**config.mk**
```make
export PLATFORM = sky130hd
export DESIGN_NAME = alu_serial_seq_flat
export DESIGN_NICKNAME = d
export VERILOG_FILES = /design/src/rtl/alu_serial_seq_pkg.sv /design/src/rtl/alu_serial_seq_if.sv /design/src/rtl/alu_serial_seq_capture.sv /design/src/rtl/alu_serial_seq.sv /design/src/flat_wrapper.sv
export SDC_FILE = /design/constraint.sdc
export NUM_CORES = 1
export LEC_CHECK = 0
export CELL_PAD_IN_SITES_DETAIL_PLACEMENT = 0
export CELL_PAD_IN_SITES_GLOBAL_PLACEMENT = 1
export CORE_MARGIN = 10
export CORE_UTILIZATION = 37
export DETAILED_ROUTE_END_ITERATION = 10
export GPL_ROUTABILITY_DRIVEN = 0
export PLACE_DENSITY_LB_ADDON = 0.1
export REMOVE_ABC_BUFFERS = 1
export SETUP_SLACK_MARGIN = 0.1
export SLEW_MARGIN = 0
export SYNTH_ARGS = -nofsm -noshare
export SYNTH_HDL_FRONTEND = slang
export SYNTH_SLANG_ARGS = --single-unit
```
**constraint.sdc**
```tcl
create_clock -name gclk -period 2.1 [get_ports gclk]
set_input_delay 0.42 -clock gclk [delete_from_list [all_inputs] [get_ports gclk]]
set_output_delay 0.42 -clock gclk [all_outputs]
set_load 0.05 [all_outputs]
```
**src/rtl/alu_serial_seq_pkg.sv**
```systemverilog
// Shared types for the bit-serial ALU sequencer: op encodings, FSM states and op decode.
package alu_serial_seq_pkg;

  typedef enum logic [1:0] {
    OP_XOR = 2'b00,
    OP_AND = 2'b01,
    OP_ADD = 2'b10,
    OP_SUB = 2'b11
  } alu_op_e;

  typedef enum logic [2:0] {
    ST_FLUSH,
    ST_IDLE,
    ST_ISSUE,
    ST_DRAIN,
    ST_RESP
  } seq_state_e;

  function automatic logic is_arith(input alu_op_e op);
    return op[1];
  endfunction

endpackage

```
**src/rtl/alu_serial_seq_if.sv**
```systemverilog
// Request/response bus between the issue logic (master) and the serial ALU sequencer (slave).
import alu_serial_seq_pkg::*;

interface alu_serial_seq_if #(parameter int WIDTH = 8) ();
  logic             req_valid;
  logic             req_ready;
  alu_op_e          req_op;
  logic [WIDTH-1:0] req_a;
  logic [WIDTH-1:0] req_b;
  logic             rsp_valid;
  logic             rsp_ready;
  logic [WIDTH-1:0] rsp_result;
  logic             rsp_cout;
  logic             rsp_ovf;

  modport master (
    output req_valid, req_op, req_a, req_b, rsp_ready,
    input  req_ready, rsp_valid, rsp_result, rsp_cout, rsp_ovf
  );

  modport slave (
    input  req_valid, req_op, req_a, req_b, rsp_ready,
    output req_ready, rsp_valid, rsp_result, rsp_cout, rsp_ovf
  );
endinterface

```
**src/rtl/alu_serial_seq_capture.sv**
```systemverilog
// LSB-first reassembly register: each shift inserts at the MSB, so after WIDTH shifts
// the first bit received sits at bit 0.
module alu_serial_seq_capture #(
  parameter int WIDTH = 8
) (
  input  logic             clk,
  input  logic             rst,
  input  logic             clear,
  input  logic             shift_en,
  input  logic             bit_in,
  output logic [WIDTH-1:0] word
);

  logic [WIDTH-1:0] word_q, word_d;

  always_comb begin
    word_d = word_q;
    if (clear)
      word_d = '0;
    else if (shift_en)
      word_d = {bit_in, word_q[WIDTH-1:1]};
  end

  always_ff @(posedge clk) begin
    if (rst)
      word_q <= '0;
    else
      word_q <= word_d;
  end

  assign word = word_q;

endmodule

```
**src/rtl/alu_serial_seq.sv**
```systemverilog
// Sequencer for the 1-bit RSFQ ALU slice: streams one operation LSB-first into the slice,
// reassembles the Sum stream and returns result, carry-out and signed overflow.
module alu_serial_seq
  import alu_serial_seq_pkg::*;
#(
  parameter int WIDTH   = 8,
  parameter int ALU_LAT = 5
) (
  input  logic gclk,
  input  logic rst,
  alu_serial_seq_if.slave bus,
  output logic alu_x,
  output logic alu_y,
  output logic alu_carry_in,
  output logic alu_end,
  output logic alu_cmpl_x,
  output logic alu_cmpl_y,
  output logic alu_op_xor,
  output logic alu_op_and,
  output logic alu_op_arith,
  input  logic alu_sum,
  input  logic alu_carry_out,
  input  logic alu_overflow
);

  localparam int CNT_W = $clog2(WIDTH + ALU_LAT + 1);
  localparam logic [CNT_W-1:0] CNT_ONE    = CNT_W'(1);
  localparam logic [CNT_W-1:0] FLUSH_LAST = CNT_W'(ALU_LAT - 1);
  localparam logic [CNT_W-1:0] ISSUE_END  = CNT_W'(WIDTH);
  localparam logic [CNT_W-1:0] BIT_LAST   = CNT_W'(WIDTH - 1);
  localparam logic [CNT_W-1:0] CAP_FIRST  = CNT_W'(ALU_LAT);
  localparam logic [CNT_W-1:0] CAP_LAST   = CNT_W'(WIDTH + ALU_LAT - 1);

  seq_state_e       state_q, state_d;
  alu_op_e          op_q, op_d, dec_op;
  logic [CNT_W-1:0] issue_cnt_q, issue_cnt_d;
  logic [CNT_W-1:0] cap_cnt_q, cap_cnt_d;
  logic [WIDTH-1:0] a_sh_q, a_sh_d, b_sh_q, b_sh_d;
  logic req_ready_q, req_ready_d, rsp_valid_q, rsp_valid_d;
  logic rsp_cout_q, rsp_cout_d, rsp_ovf_q, rsp_ovf_d;
  logic x_q, x_d, y_q, y_d, cin_q, cin_d, end_q, end_d, cmpl_y_q, cmpl_y_d;
  logic op_xor_q, op_xor_d, op_and_q, op_and_d, op_arith_q, op_arith_d;
  logic issue_now, bit_x, bit_y, bit_first, bit_last;
  logic cap_clear, cap_shift;
  logic [WIDTH-1:0] cap_word;

  // The op being issued comes straight off the bus on the accept cycle, from the latch afterwards.
  assign dec_op = (state_q == ST_IDLE) ? bus.req_op : op_q;

  always_comb begin
    state_d     = state_q;
    op_d        = op_q;
    issue_cnt_d = issue_cnt_q;
    cap_cnt_d   = cap_cnt_q;
    a_sh_d      = a_sh_q;
    b_sh_d      = b_sh_q;
    req_ready_d = req_ready_q;
    rsp_valid_d = rsp_valid_q;
    rsp_cout_d  = rsp_cout_q;
    rsp_ovf_d   = rsp_ovf_q;
    issue_now   = 1'b0;
    bit_x       = 1'b0;
    bit_y       = 1'b0;
    bit_first   = 1'b0;
    bit_last    = 1'b0;
    cap_clear   = 1'b0;
    cap_shift   = 1'b0;

    case (state_q)
      ST_FLUSH: begin
        cap_cnt_d = cap_cnt_q + CNT_ONE;
        if (cap_cnt_q == FLUSH_LAST) begin
          state_d     = ST_IDLE;
          req_ready_d = 1'b1;
          cap_cnt_d   = '0;
        end
      end
      ST_IDLE: begin
        if (bus.req_valid && req_ready_q) begin
          state_d     = ST_ISSUE;
          req_ready_d = 1'b0;
          op_d        = bus.req_op;
          a_sh_d      = bus.req_a >> 1;
          b_sh_d      = bus.req_b >> 1;
          issue_cnt_d = CNT_ONE;
          cap_cnt_d   = '0;
          cap_clear   = 1'b1;
          rsp_cout_d  = 1'b0;
          rsp_ovf_d   = 1'b0;
          issue_now   = 1'b1;
          bit_x       = bus.req_a[0];
          bit_y       = bus.req_b[0];
          bit_first   = 1'b1;
        end
      end
      ST_ISSUE, ST_DRAIN: begin
        if (state_q == ST_ISSUE) begin
          if (issue_cnt_q < ISSUE_END) begin
            issue_now   = 1'b1;
            bit_x       = a_sh_q[0];
            bit_y       = b_sh_q[0];
            bit_last    = (issue_cnt_q == BIT_LAST);
            a_sh_d      = a_sh_q >> 1;
            b_sh_d      = b_sh_q >> 1;
            issue_cnt_d = issue_cnt_q + CNT_ONE;
          end else begin
            state_d = ST_DRAIN;
          end
        end
        // Capture trails issue by the slice latency, so it keeps its own count from accept.
        cap_cnt_d = cap_cnt_q + CNT_ONE;
        if (cap_cnt_q >= CAP_FIRST)
          cap_shift = 1'b1;
        if (cap_cnt_q == CAP_LAST) begin
          state_d     = ST_RESP;
          rsp_valid_d = 1'b1;
          rsp_cout_d  = is_arith(op_q) & alu_carry_out;
          rsp_ovf_d   = is_arith(op_q) & alu_overflow;
        end
      end
      ST_RESP: begin
        if (bus.rsp_ready) begin
          state_d     = ST_IDLE;
          rsp_valid_d = 1'b0;
          req_ready_d = 1'b1;
        end
      end
      default: state_d = ST_FLUSH;
    endcase
  end

  always_comb begin
    x_d        = 1'b0;
    y_d        = 1'b0;
    cin_d      = 1'b0;
    end_d      = 1'b0;
    cmpl_y_d   = 1'b0;
    op_xor_d   = 1'b0;
    op_and_d   = 1'b0;
    op_arith_d = 1'b0;
    if (issue_now) begin
      x_d        = bit_x;
      y_d        = bit_y;
      end_d      = bit_last;
      op_xor_d   = (dec_op == OP_XOR);
      op_and_d   = (dec_op == OP_AND);
      op_arith_d = is_arith(dec_op);
      cmpl_y_d   = (dec_op == OP_SUB);
      cin_d      = bit_first && (dec_op == OP_SUB);
    end
  end

  always_ff @(posedge gclk) begin
    if (rst) begin
      state_q     <= ST_FLUSH;
      op_q        <= OP_XOR;
      issue_cnt_q <= '0;
      cap_cnt_q   <= '0;
      a_sh_q      <= '0;
      b_sh_q      <= '0;
      req_ready_q <= 1'b0;
      rsp_valid_q <= 1'b0;
      rsp_cout_q  <= 1'b0;
      rsp_ovf_q   <= 1'b0;
      x_q         <= 1'b0;
      y_q         <= 1'b0;
      cin_q       <= 1'b0;
      end_q       <= 1'b0;
      cmpl_y_q    <= 1'b0;
      op_xor_q    <= 1'b0;
      op_and_q    <= 1'b0;
      op_arith_q  <= 1'b0;
    end else begin
      state_q     <= state_d;
      op_q        <= op_d;
      issue_cnt_q <= issue_cnt_d;
      cap_cnt_q   <= cap_cnt_d;
      a_sh_q      <= a_sh_d;
      b_sh_q      <= b_sh_d;
      req_ready_q <= req_ready_d;
      rsp_valid_q <= rsp_valid_d;
      rsp_cout_q  <= rsp_cout_d;
      rsp_ovf_q   <= rsp_ovf_d;
      x_q         <= x_d;
      y_q         <= y_d;
      cin_q       <= cin_d;
      end_q       <= end_d;
      cmpl_y_q    <= cmpl_y_d;
      op_xor_q    <= op_xor_d;
      op_and_q    <= op_and_d;
      op_arith_q  <= op_arith_d;
    end
  end

  alu_serial_seq_capture #(.WIDTH(WIDTH)) u_capture (
    .clk      (gclk),
    .rst      (rst),
    .clear    (cap_clear),
    .shift_en (cap_shift),
    .bit_in   (alu_sum),
    .word     (cap_word)
  );

  assign bus.req_ready  = req_ready_q;
  assign bus.rsp_valid  = rsp_valid_q;
  assign bus.rsp_result = cap_word;
  assign bus.rsp_cout   = rsp_cout_q;
  assign bus.rsp_ovf    = rsp_ovf_q;
  assign alu_x          = x_q;
  assign alu_y          = y_q;
  assign alu_carry_in   = cin_q;
  assign alu_end        = end_q;
  assign alu_cmpl_x     = 1'b0;
  assign alu_cmpl_y     = cmpl_y_q;
  assign alu_op_xor     = op_xor_q;
  assign alu_op_and     = op_and_q;
  assign alu_op_arith   = op_arith_q;

endmodule
```
**src/flat_wrapper.sv**
```systemverilog
// flat-port wrapper written by rule: the top's interface ports become plain ports
module alu_serial_seq_flat import alu_serial_seq_pkg::*;
#(
  parameter int WIDTH   = 8,
  parameter int ALU_LAT = 5
)
  (gclk, rst, alu_x, alu_y, alu_carry_in, alu_end, alu_cmpl_x, alu_cmpl_y, alu_op_xor, alu_op_and, alu_op_arith, alu_sum, alu_carry_out, alu_overflow, bus_req_valid, bus_req_op, bus_req_a, bus_req_b, bus_rsp_ready, bus_req_ready, bus_rsp_valid, bus_rsp_result, bus_rsp_cout, bus_rsp_ovf);
  alu_serial_seq_if #(.WIDTH(WIDTH)) bus_i ();
  input  logic gclk;
  input  logic rst;
  output logic alu_x;
  output logic alu_y;
  output logic alu_carry_in;
  output logic alu_end;
  output logic alu_cmpl_x;
  output logic alu_cmpl_y;
  output logic alu_op_xor;
  output logic alu_op_and;
  output logic alu_op_arith;
  input  logic alu_sum;
  input  logic alu_carry_out;
  input  logic alu_overflow;
  input wire logic [$bits(bus_i.req_valid)-1:0] bus_req_valid;
  input wire logic [$bits(bus_i.req_op)-1:0] bus_req_op;
  input wire logic [$bits(bus_i.req_a)-1:0] bus_req_a;
  input wire logic [$bits(bus_i.req_b)-1:0] bus_req_b;
  input wire logic [$bits(bus_i.rsp_ready)-1:0] bus_rsp_ready;
  output wire logic [$bits(bus_i.req_ready)-1:0] bus_req_ready;
  output wire logic [$bits(bus_i.rsp_valid)-1:0] bus_rsp_valid;
  output wire logic [$bits(bus_i.rsp_result)-1:0] bus_rsp_result;
  output wire logic [$bits(bus_i.rsp_cout)-1:0] bus_rsp_cout;
  output wire logic [$bits(bus_i.rsp_ovf)-1:0] bus_rsp_ovf;
  assign bus_i.req_valid = bus_req_valid;
  assign bus_i.req_op = bus_req_op;
  assign bus_i.req_a = bus_req_a;
  assign bus_i.req_b = bus_req_b;
  assign bus_i.rsp_ready = bus_rsp_ready;
  assign bus_req_ready = bus_i.req_ready;
  assign bus_rsp_valid = bus_i.rsp_valid;
  assign bus_rsp_result = bus_i.rsp_result;
  assign bus_rsp_cout = bus_i.rsp_cout;
  assign bus_rsp_ovf = bus_i.rsp_ovf;
  alu_serial_seq #(.WIDTH(WIDTH), .ALU_LAT(ALU_LAT)) u_core (.gclk(gclk), .rst(rst), .bus(bus_i), .alu_x(alu_x), .alu_y(alu_y), .alu_carry_in(alu_carry_in), .alu_end(alu_end), .alu_cmpl_x(alu_cmpl_x), .alu_cmpl_y(alu_cmpl_y), .alu_op_xor(alu_op_xor), .alu_op_and(alu_op_and), .alu_op_arith(alu_op_arith), .alu_sum(alu_sum), .alu_carry_out(alu_carry_out), .alu_overflow(alu_overflow));
endmodule
```
# == Word-level counts from Yosys, hierarchy flattened ==
# Index checks and enable logic that the tools add are counted.
# op_classes
n_addsub,2
mul,0
div_mod_pow,0
magnitude_cmp,2
n_eq_ne,17
n_shift,0
n_mux,49
bitwise,6
reduce_logical,19
# op_table
operator,n
8-bit two-way mux,6
8-bit case mux with 2 select lines,2
4-bit two-way mux,5
1-bit two-way mux,19
3-bit two-way mux,6
1-bit case mux with 2 select lines,6
3-bit case mux with 4 select lines,1
4-bit case mux with 3 select lines,1
"4-bit by 1-bit adder with 4-bit output, second input constant",2
"4-bit by 3-bit == test with 1-bit output, second input constant",2
"2-bit by 1-bit inequality test with 1-bit output, second input constant",4
4-bit case mux with 2 select lines,1
4-bit AND reduction,2
"3-bit by 2-bit == test with 1-bit output, second input constant",2
3-bit AND reduction,2
3-bit nonzero test,2
2-bit OR reduction,3
5-bit AND reduction,1
5-bit OR reduction,1
"4-bit == test, second input constant",1
"4-bit by 3-bit greater-or-equal comparator with 1-bit output, second input constant",1
"4-bit < comparator, second input constant",1
"2-bit inequality test, second input constant",2
1-bit inverter,4
14 further kinds,18
# word_totals
regBits,49
latchBits,0
ramBits,0
rom_bits,0
inputBits,25
output_inout_bits,21
wordCells,114
mem_count,0

# == Depth between registers and ports, before layout ==
# Gate-level depths: netlist of the first run.
# logic_depth
ltp_word,6
ltp_mapped,6
ltp_nobuf,6

# == Modules after synthesis ==
# A second synthesis of the first run with hierarchy kept.
# unflattened
cells_unflattened,250
hier_area_um2,2197.1
# modules_own_cells
mod,n_inst,cells_each,area_each_um2,seq_area_each_um2
alu_serial_seq,1,223,1901.8,780.7
alu_serial_seq_capture,1,27,295.3,160.2

# == Worst setup path before layout of the first run ==
# OpenSTA, ideal clock, no wires.
# synth_timing
kind,reg2reg
startpoint,register u_core.req_ready_q (netlist: u_core.bus.req_ready)
endpoint,register u_core.req_ready_q (netlist: u_core.bus.req_ready)
setup_ns,0.120
arrival_time_ns,1.769
t_required_ns,1.980
setup_slack_ns,0.212
stages_incl_launch_ff,6
path_buffers,1
period_less_slack_ns,1.888
path_cell_list,dfxtp_1 -> nand4b_1 -> nor2_1 -> or2_2 -> buf_2 -> nor2_1
# synth_between
elab_chain_len,3
# synth_lines
item,line,text
start: declaration,alu_serial_seq.sv:39,"logic req_ready_q, req_ready_d, rsp_valid_q, rsp_valid_d;"
start signal: assignment,alu_serial_seq.sv:180,req_ready_q <= req_ready_d;
1-bit logical AND,alu_serial_seq.sv:79,if (bus.req_valid && req_ready_q) begin
2-bit inequality test (no source line),--,
4-bit AND reduction (no source line),--,
# Every way passes these cells.
# A chain may end at the register's enable or synchronous reset.

# == Worst setup path after layout of the first run ==
# layout_timing
startpoint,register u_core.u_capture.word_q[1] (netlist: u_core.u_capture.word[1])
endpoint,output bus_rsp_result[1]
# layout_rtl
item,line,text
start: declaration,alu_serial_seq_capture.sv:14,"logic [WIDTH-1:0] word_q, word_d;"
start signal: assignment,alu_serial_seq_capture.sv:28,word_q <= word_d;
end: declaration,flat_wrapper.sv:30,output wire logic [$bits(bus_i.rsp_result)-1:0] bus_rsp_result;
# No word-level cell between the ends.

==> results.tsv, run 1 <==
metric	value	unit
status	completed	
Main synth FF type	dfxtp_1	
crit path cell chain	clkdlybuf4s50_1	
YS warnings	0	
worst-path maximum fanout	3	
final setup vio count	0	
cell family with most CP delay	buffers and inverters	
R2R Path Start	u_core.cap_cnt_q[0]	
mapped cell area	0.00203	sq mm
r2r setup slk	350	ps
fin crit period	1910	ps
biggest area consumer among synthesized cells	dfxtp_1	
post-synthesis sequential area ratio	46.4	%
core area	0.00520	sq mm
Post-Syn Area per Cell	8.81	sq um
antenna fix cells	0	
Wirelength per Cell	13.6	um
initial drt markers	82	
remaining global-route overflow	0	
Slowest Stage Delay on Critical Path	820	ps
CTS buffer count	5	
slew at the pin with the worst max-slew slack	509	ps
cells after synthesis	230	
CP startpoint kind	flop	
asr flop ratio synth	0	%
CTS Sinks	47	
post-synthesis register bit count	47	
top post-synthesis cells by area	dfxtp_1, nor2_1, nand2_1	
share of cells above drive strength 1	8.54	%
drt drc	0	
Layout Nets	310	
Fmax achieved	522	MHz
Core Util, Final	52.0	%
Final Hold Fails	0	
Synth top area share	46.4	%
filler instances	544	
htree depth	2	
arrival time worst endpoint	1490	ps
initial core utilization	38.9	%
final WL	4790	um
Multi-input gate area	0.00101	sq mm
pwr dens	660	mW/mm^2
Rel. slew slack	66.0	%
Worst-Skew Late Latency	300	ps
Max Cap Viol	0	
initial antenna violation count	0	
Crit. End Element	primary output	
most frequent cells in the layout	dfxtp_1, clkdlybuf4s50_1, nor2_1, nand2_1, buf_4	
vias in the first global route	1687	
CTS tree	yes	
met3 routed WL	321	um
critical path class	flop to primary output	
P&R area growth vs syn	33.5	%
via density per instance	4.96	
Final period util	91.2	%
maximum VDD drop	0.268	mV
row cnt	26	
Reg2Reg Depth	6	
Hold Path Class	flop to flop	
Hold EP	u_core.bus.rsp_cout	
vias	1740	
Root Driver	clkbuf_8	
Reg clk slew, reported paths	80	ps
hold path start	u_core.bus.rsp_cout	
Reg area	941	sq um
largest net degree at the start of global routing	27	
port bufs	44	
Post-synth EDFFs	0	
total track usage	11.3	%
most common cell after layout, fill and taps aside	dfxtp_1	
Post-Route M1 WL	2420	um
die area	0.00884	sq mm
Setup Buffers After CTS	0	
setup_tns	0	ps
DP Wirelength	3580	um
DRT antenna net count	0	
WL met2	1990	um
unique cell type count in the Yosys netlist	42	
CTS Buffer Depth	2	
Ports	46	
Max Used Layer	met4	
slowest cell on the critical path	clkdlybuf4s50_1	
hold-critical path depth	2	
Die X	94.0	um
skew final	7.60	ps
Die Ht	94.0	um
DRT Pass-1 Iters	4	
RR Endpoint	u_core.u_capture.word[7]	
Static Leak	0.000960	uW
Critical Path RT	1680	ps
first-pass GRT wire length	8140	um
Bufs and invs on worst path	1	
max-slew violations	0	
unrepaired setup endpoints after global routing	false	
[power by group]
| group | leakage, uW | internal (uW) | switching [uW] |
|---|---|---|---|
| Sequential | 0.000379 | 912 | 27.5 |
| Combinational | 0.000530 | 107 | 103 |
| Clock | 0.0000513 | 349 | 289 |
| Total | 0.000960 | 1370 | 419 |
[registers in the layout, summed over array words and instances, names as in the netlist]
name	cells
u_core.bus.rsp_valid	1
u_core.alu_end	1
u_core.b_sh_q	7
u_core.bus.rsp_ovf	1
u_core.u_capture.word	8
u_core.state_q	3
u_core.alu_op_xor	1
u_core.alu_x	1
u_core.alu_op_and	1
u_core.alu_y	1
u_core.alu_carry_in	1
u_core.issue_cnt_q	4
u_core.alu_cmpl_y	1
u_core.bus.rsp_cout	1
u_core.op_q	2
u_core.a_sh_q	7
u_core.cap_cnt_q	4
u_core.alu_op_arith	1
u_core.bus.req_ready	1
[kinds of logic (layout without fill, tap and decap cells)]
kind of cell             after synthesis  in the layout  synth area share [%]
AND/OR/NAND/NOR                      104            104                  24.5
adder cells (fa/ha/maj)                4              4                  2.47
flip-flops                            47             47                  46.4
buffers and inverters                 17             68                  3.89
multiplexers                          12             12                  5.93
AO/OA/AOI/OAI                         42             42                  15.3
other                                  1              1                 0.185
XOR/XNOR                               3              3                  1.30
[how the worst max path moves through the flow]
stage	startpoint	endpoint	cells after the start	slack, ps
floorplan	u_core.bus.req_ready	u_core.alu_carry_in	4	30
global placement	bus_req_valid	u_core.issue_cnt_q[2]	5	130
detailed placement	bus_req_valid	u_core.a_sh_q[1]	6	100
CTS	u_core.u_capture.word[1]	bus_rsp_result[1]	1	180
global route	u_core.u_capture.word[1]	bus_rsp_result[1]	1	130
finish	u_core.u_capture.word[1]	bus_rsp_result[1]	1	190
[cells in the mapped netlist, types with 3 or more instances]
cell type and instances:
dfxtp_1 47, nor2_1 39, nand2_1 34, a311oi_1 12, mux2i_1 12, a21oi_1 11
clkbuf_1 7, nand2b_1 6, a22oi_1 5, ha_1 4, a211oi_1 3, buf_2 3
buf_4 3, inv_1 3, nand3_1 3, or3_1 3, xnor2_1 3
[per-layer routing]
| metal | GRT usage, % | vias up |
|---|---|---|
| met5 | 0 | - |
| li1 | - | 906 |
| met4 | 3.42 | 0 |
| met3 | 4.48 | 6 |
| met2 | 16.6 | 35 |
| met1 | 14.8 | 793 |
[stage by stage]
step	cells	area [sq um]	setup WS (ps)	hold slack [ps]	power, uW
after floorplan	216	1960	33.5	449	1080
after global placement	344	2610	132	458	1170
after detailed placement	344	2610	101	463	1170
after CTS	351	2710	181	475	1810
after global routing	351	2710	125	493	1880
final	351	2710	185	470	1790
[final cells by class]
| cell class | count | area share [%] |
|---|---|---|
| Clock inverter | 1 | 1.11 |
| Multi-Input combinational cell | 166 | 37.2 |
| Inverter | 3 | 0.416 |
| Clock buffer | 6 | 2.68 |
| Sequential cell | 47 | 34.8 |
| Timing Repair Buffer | 58 | 20.6 |
| Tap cell | 70 | 3.24 |
[what timing repair did]
action	4_1_cts	5_1_grt
resized for setup	1	0
setup endpoints to repair	1	0
hold buffers	0	0
hold endpoints to repair	0	0
(Power assumes the default switching activity.)
==> run 2: changes to the inputs <==
--- a/config.mk
+++ b/config.mk
@@ -8,7 +8,8 @@
 export CELL_PAD_IN_SITES_DETAIL_PLACEMENT = 0
 export CELL_PAD_IN_SITES_GLOBAL_PLACEMENT = 1
 export CORE_MARGIN = 10
-export CORE_UTILIZATION = 37
+export CORE_UTILIZATION = 38
+export CTS_BUF_LIST = sky130_fd_sc_hd__clkbuf_4 sky130_fd_sc_hd__clkbuf_8
 export DETAILED_ROUTE_END_ITERATION = 10
 export GPL_ROUTABILITY_DRIVEN = 0
 export PLACE_DENSITY_LB_ADDON = 0.1
==> run 2 against run 1 <==
  * Wire length up 0.21%
  * Sequential share of layout area down 0.13 points
  * Register-to-register slack worse by 30 ps
  * Combinational power about the same
  * Final cell count up 0.57%
  * Clock power up 7.4%
  * Global-route usage up 0.34 points
  * Core utilization up 0.85 points
  * Flip-flop and latch count unchanged
  * Highest routed layer unchanged
==> results.tsv, run 2 (synthesis gave the netlist of run 1 again) <==
metric	value	unit	change
status	completed		
setup_tns	0	ps	unchanged
die area	0.00866	sq mm	-2.1%
Worst-Skew Late Latency	300	ps	about the same
Fmax achieved	525	MHz	+0.55%
final WL	4800	um	+0.21%
hold slack final	475	ps	+5.19 ps
Die X	93.0	um	-1.0%
largest net degree at the start of global routing	17		-37%
Reg clk slew, reported paths	90	ps	about the same
unrepaired setup endpoints after global routing	false		
vias	1785		+2.6%
P&R area growth vs syn	34.0	%	
Max Cap Viol	0		unchanged
total track usage	11.7	%	+0.34 points
Final Hold Fails	0		unchanged
htree depth	2		unchanged
slowest cell on the critical path	clkdlybuf4s50_1		
initial antenna violation count	0		unchanged
Final period util	90.7	%	-0.50 points
critical path class	flop to primary output		
Root Driver	clkbuf_8		
Static Leak	0.000973	uW	+1.3%
Setup Buffers After CTS	0		unchanged
Wirelength per Cell	13.6	um	-0.36%
initial drt markers	80		-2.4%
Slowest Stage Delay on Critical Path	820	ps	about the same
core area	0.00514	sq mm	-1.2%
Bufs and invs on worst path	1		unchanged
maximum VDD drop	0.362	mV	+35%
r2r setup slk	320	ps	-30 ps
final setup vio count	0		unchanged
via density per instance	5.06		+2.0%
Reg2Reg Depth	4		-2
Total Power	1830	uW	+2.6%
worst-path maximum fanout	3		unchanged
Worst path depth	1		unchanged
first-pass GRT wire length	8330	um	+2.4%
Layout Nets	311		+0.32%
arrival time worst endpoint	1480	ps	about the same
Critical Path RT	1680	ps	about the same
CTS Sinks	47		unchanged
CTS tree	yes		
CTS buffer count	5		unchanged
initial core utilization	39.4	%	+0.49 points
row cnt	26		unchanged
vias in the first global route	1752		+3.9%
Rel. slew slack	66.2	%	+0.22 points
CP startpoint kind	flop		
fin crit period	1900	ps	-10.4 ps
antenna fix cells	0		unchanged
port bufs	44		unchanged
max-slew violations	0		unchanged
most common cell after layout, fill and taps aside	dfxtp_1		
DRT Pass-1 Iters	4		unchanged
Die Ht	93.0	um	-1.0%
Ports	46		unchanged
pwr dens	675	mW/mm^2	+2.3%
number of flip-flops under the largest register name	8		unchanged
slew at the pin with the worst max-slew slack	505	ps	-3.25 ps
DP Wirelength	3600	um	+0.77%
DRT antenna net count	0		unchanged
drt drc	0		unchanged
most frequent cells in the layout	dfxtp_1, clkdlybuf4s50_1, nor2_1, nand2_1, buf_4		
Hold Path Class	flop to flop		
skew final	4.79	ps	-2.82 ps
hold-critical path depth	2		unchanged
share of cells above drive strength 1	9.54	%	+1.0 points
remaining global-route overflow	0		unchanged
CTS Buffer Depth	2		unchanged
crit path cell chain	clkdlybuf4s50_1		
cell family with most CP delay	buffers and inverters		
Crit. End Element	primary output		
[run 2: changes by cell type in the layout (fill, tap and decap cells not counted), sizes merged]
cell,previous run,this run
buf,14,15
clkinv,0,1
[run 2: repair_timing]
action	4_1_cts	5_1_grt
hold buffers	0	0
resized for setup	1	0
setup endpoints to repair	1	0
[run 2: worst paths after layout]
check,start,endpoint
worst max-delay path,u_core.u_capture.word[2],bus_rsp_result[2]
worst min-delay path,u_core.b_sh_q[2],u_core.b_sh_q[1]
worst max register to register,u_core.state_q[1],u_core.issue_cnt_q[2]
worst min register to register,u_core.b_sh_q[2],u_core.b_sh_q[1]
[run 2: metal layers]
metal | GRT usage, % | routed length [um] | up-vias
met5 | 0 | 0 | -
met4 | 3.73 | 81 | 0
met3 | 5.60 | 352 | 10
met2 | 17.6 | 2060 | 52
met1 | 14.2 | 2300 | 819
li1 | - | - | 904
[run 2: layout make-up]
class | instances | area (sq um)
Sequential cell | 47 | 941
Multi-Input combinational cell | 166 | 1010
Clock inverter | 2 | 35.0
Fill cell | 549 | 2420
Inverter | 3 | 11.3
Tap cell | 70 | 87.6
Timing Repair Buffer | 59 | 552
Clock buffer | 6 | 82.6
[run 2: stage by stage]
step	std cells	setup WS, ps	utilization (%)	instance area [sq um]
after CTS	353	178	52.8	2720
final	353	196	52.8	2720
after global routing	353	125	52.8	2720
after floorplan	216	33.5	-	1960
after global placement	345	111	50.6	2600
after detailed placement	345	86.2	50.6	2600
[run 2: power by group]
group	internal [uW]	switching [uW]
sequential	912	29.1
clock	385	300
combinational	107	101
[run 2: worst reg2reg max path, stage by stage, from the launching register on]
cell     delay [ps]
dfxtp_1         540
or3b_1          450
a21o_1          250
or3_1           310
a21oi_1         150
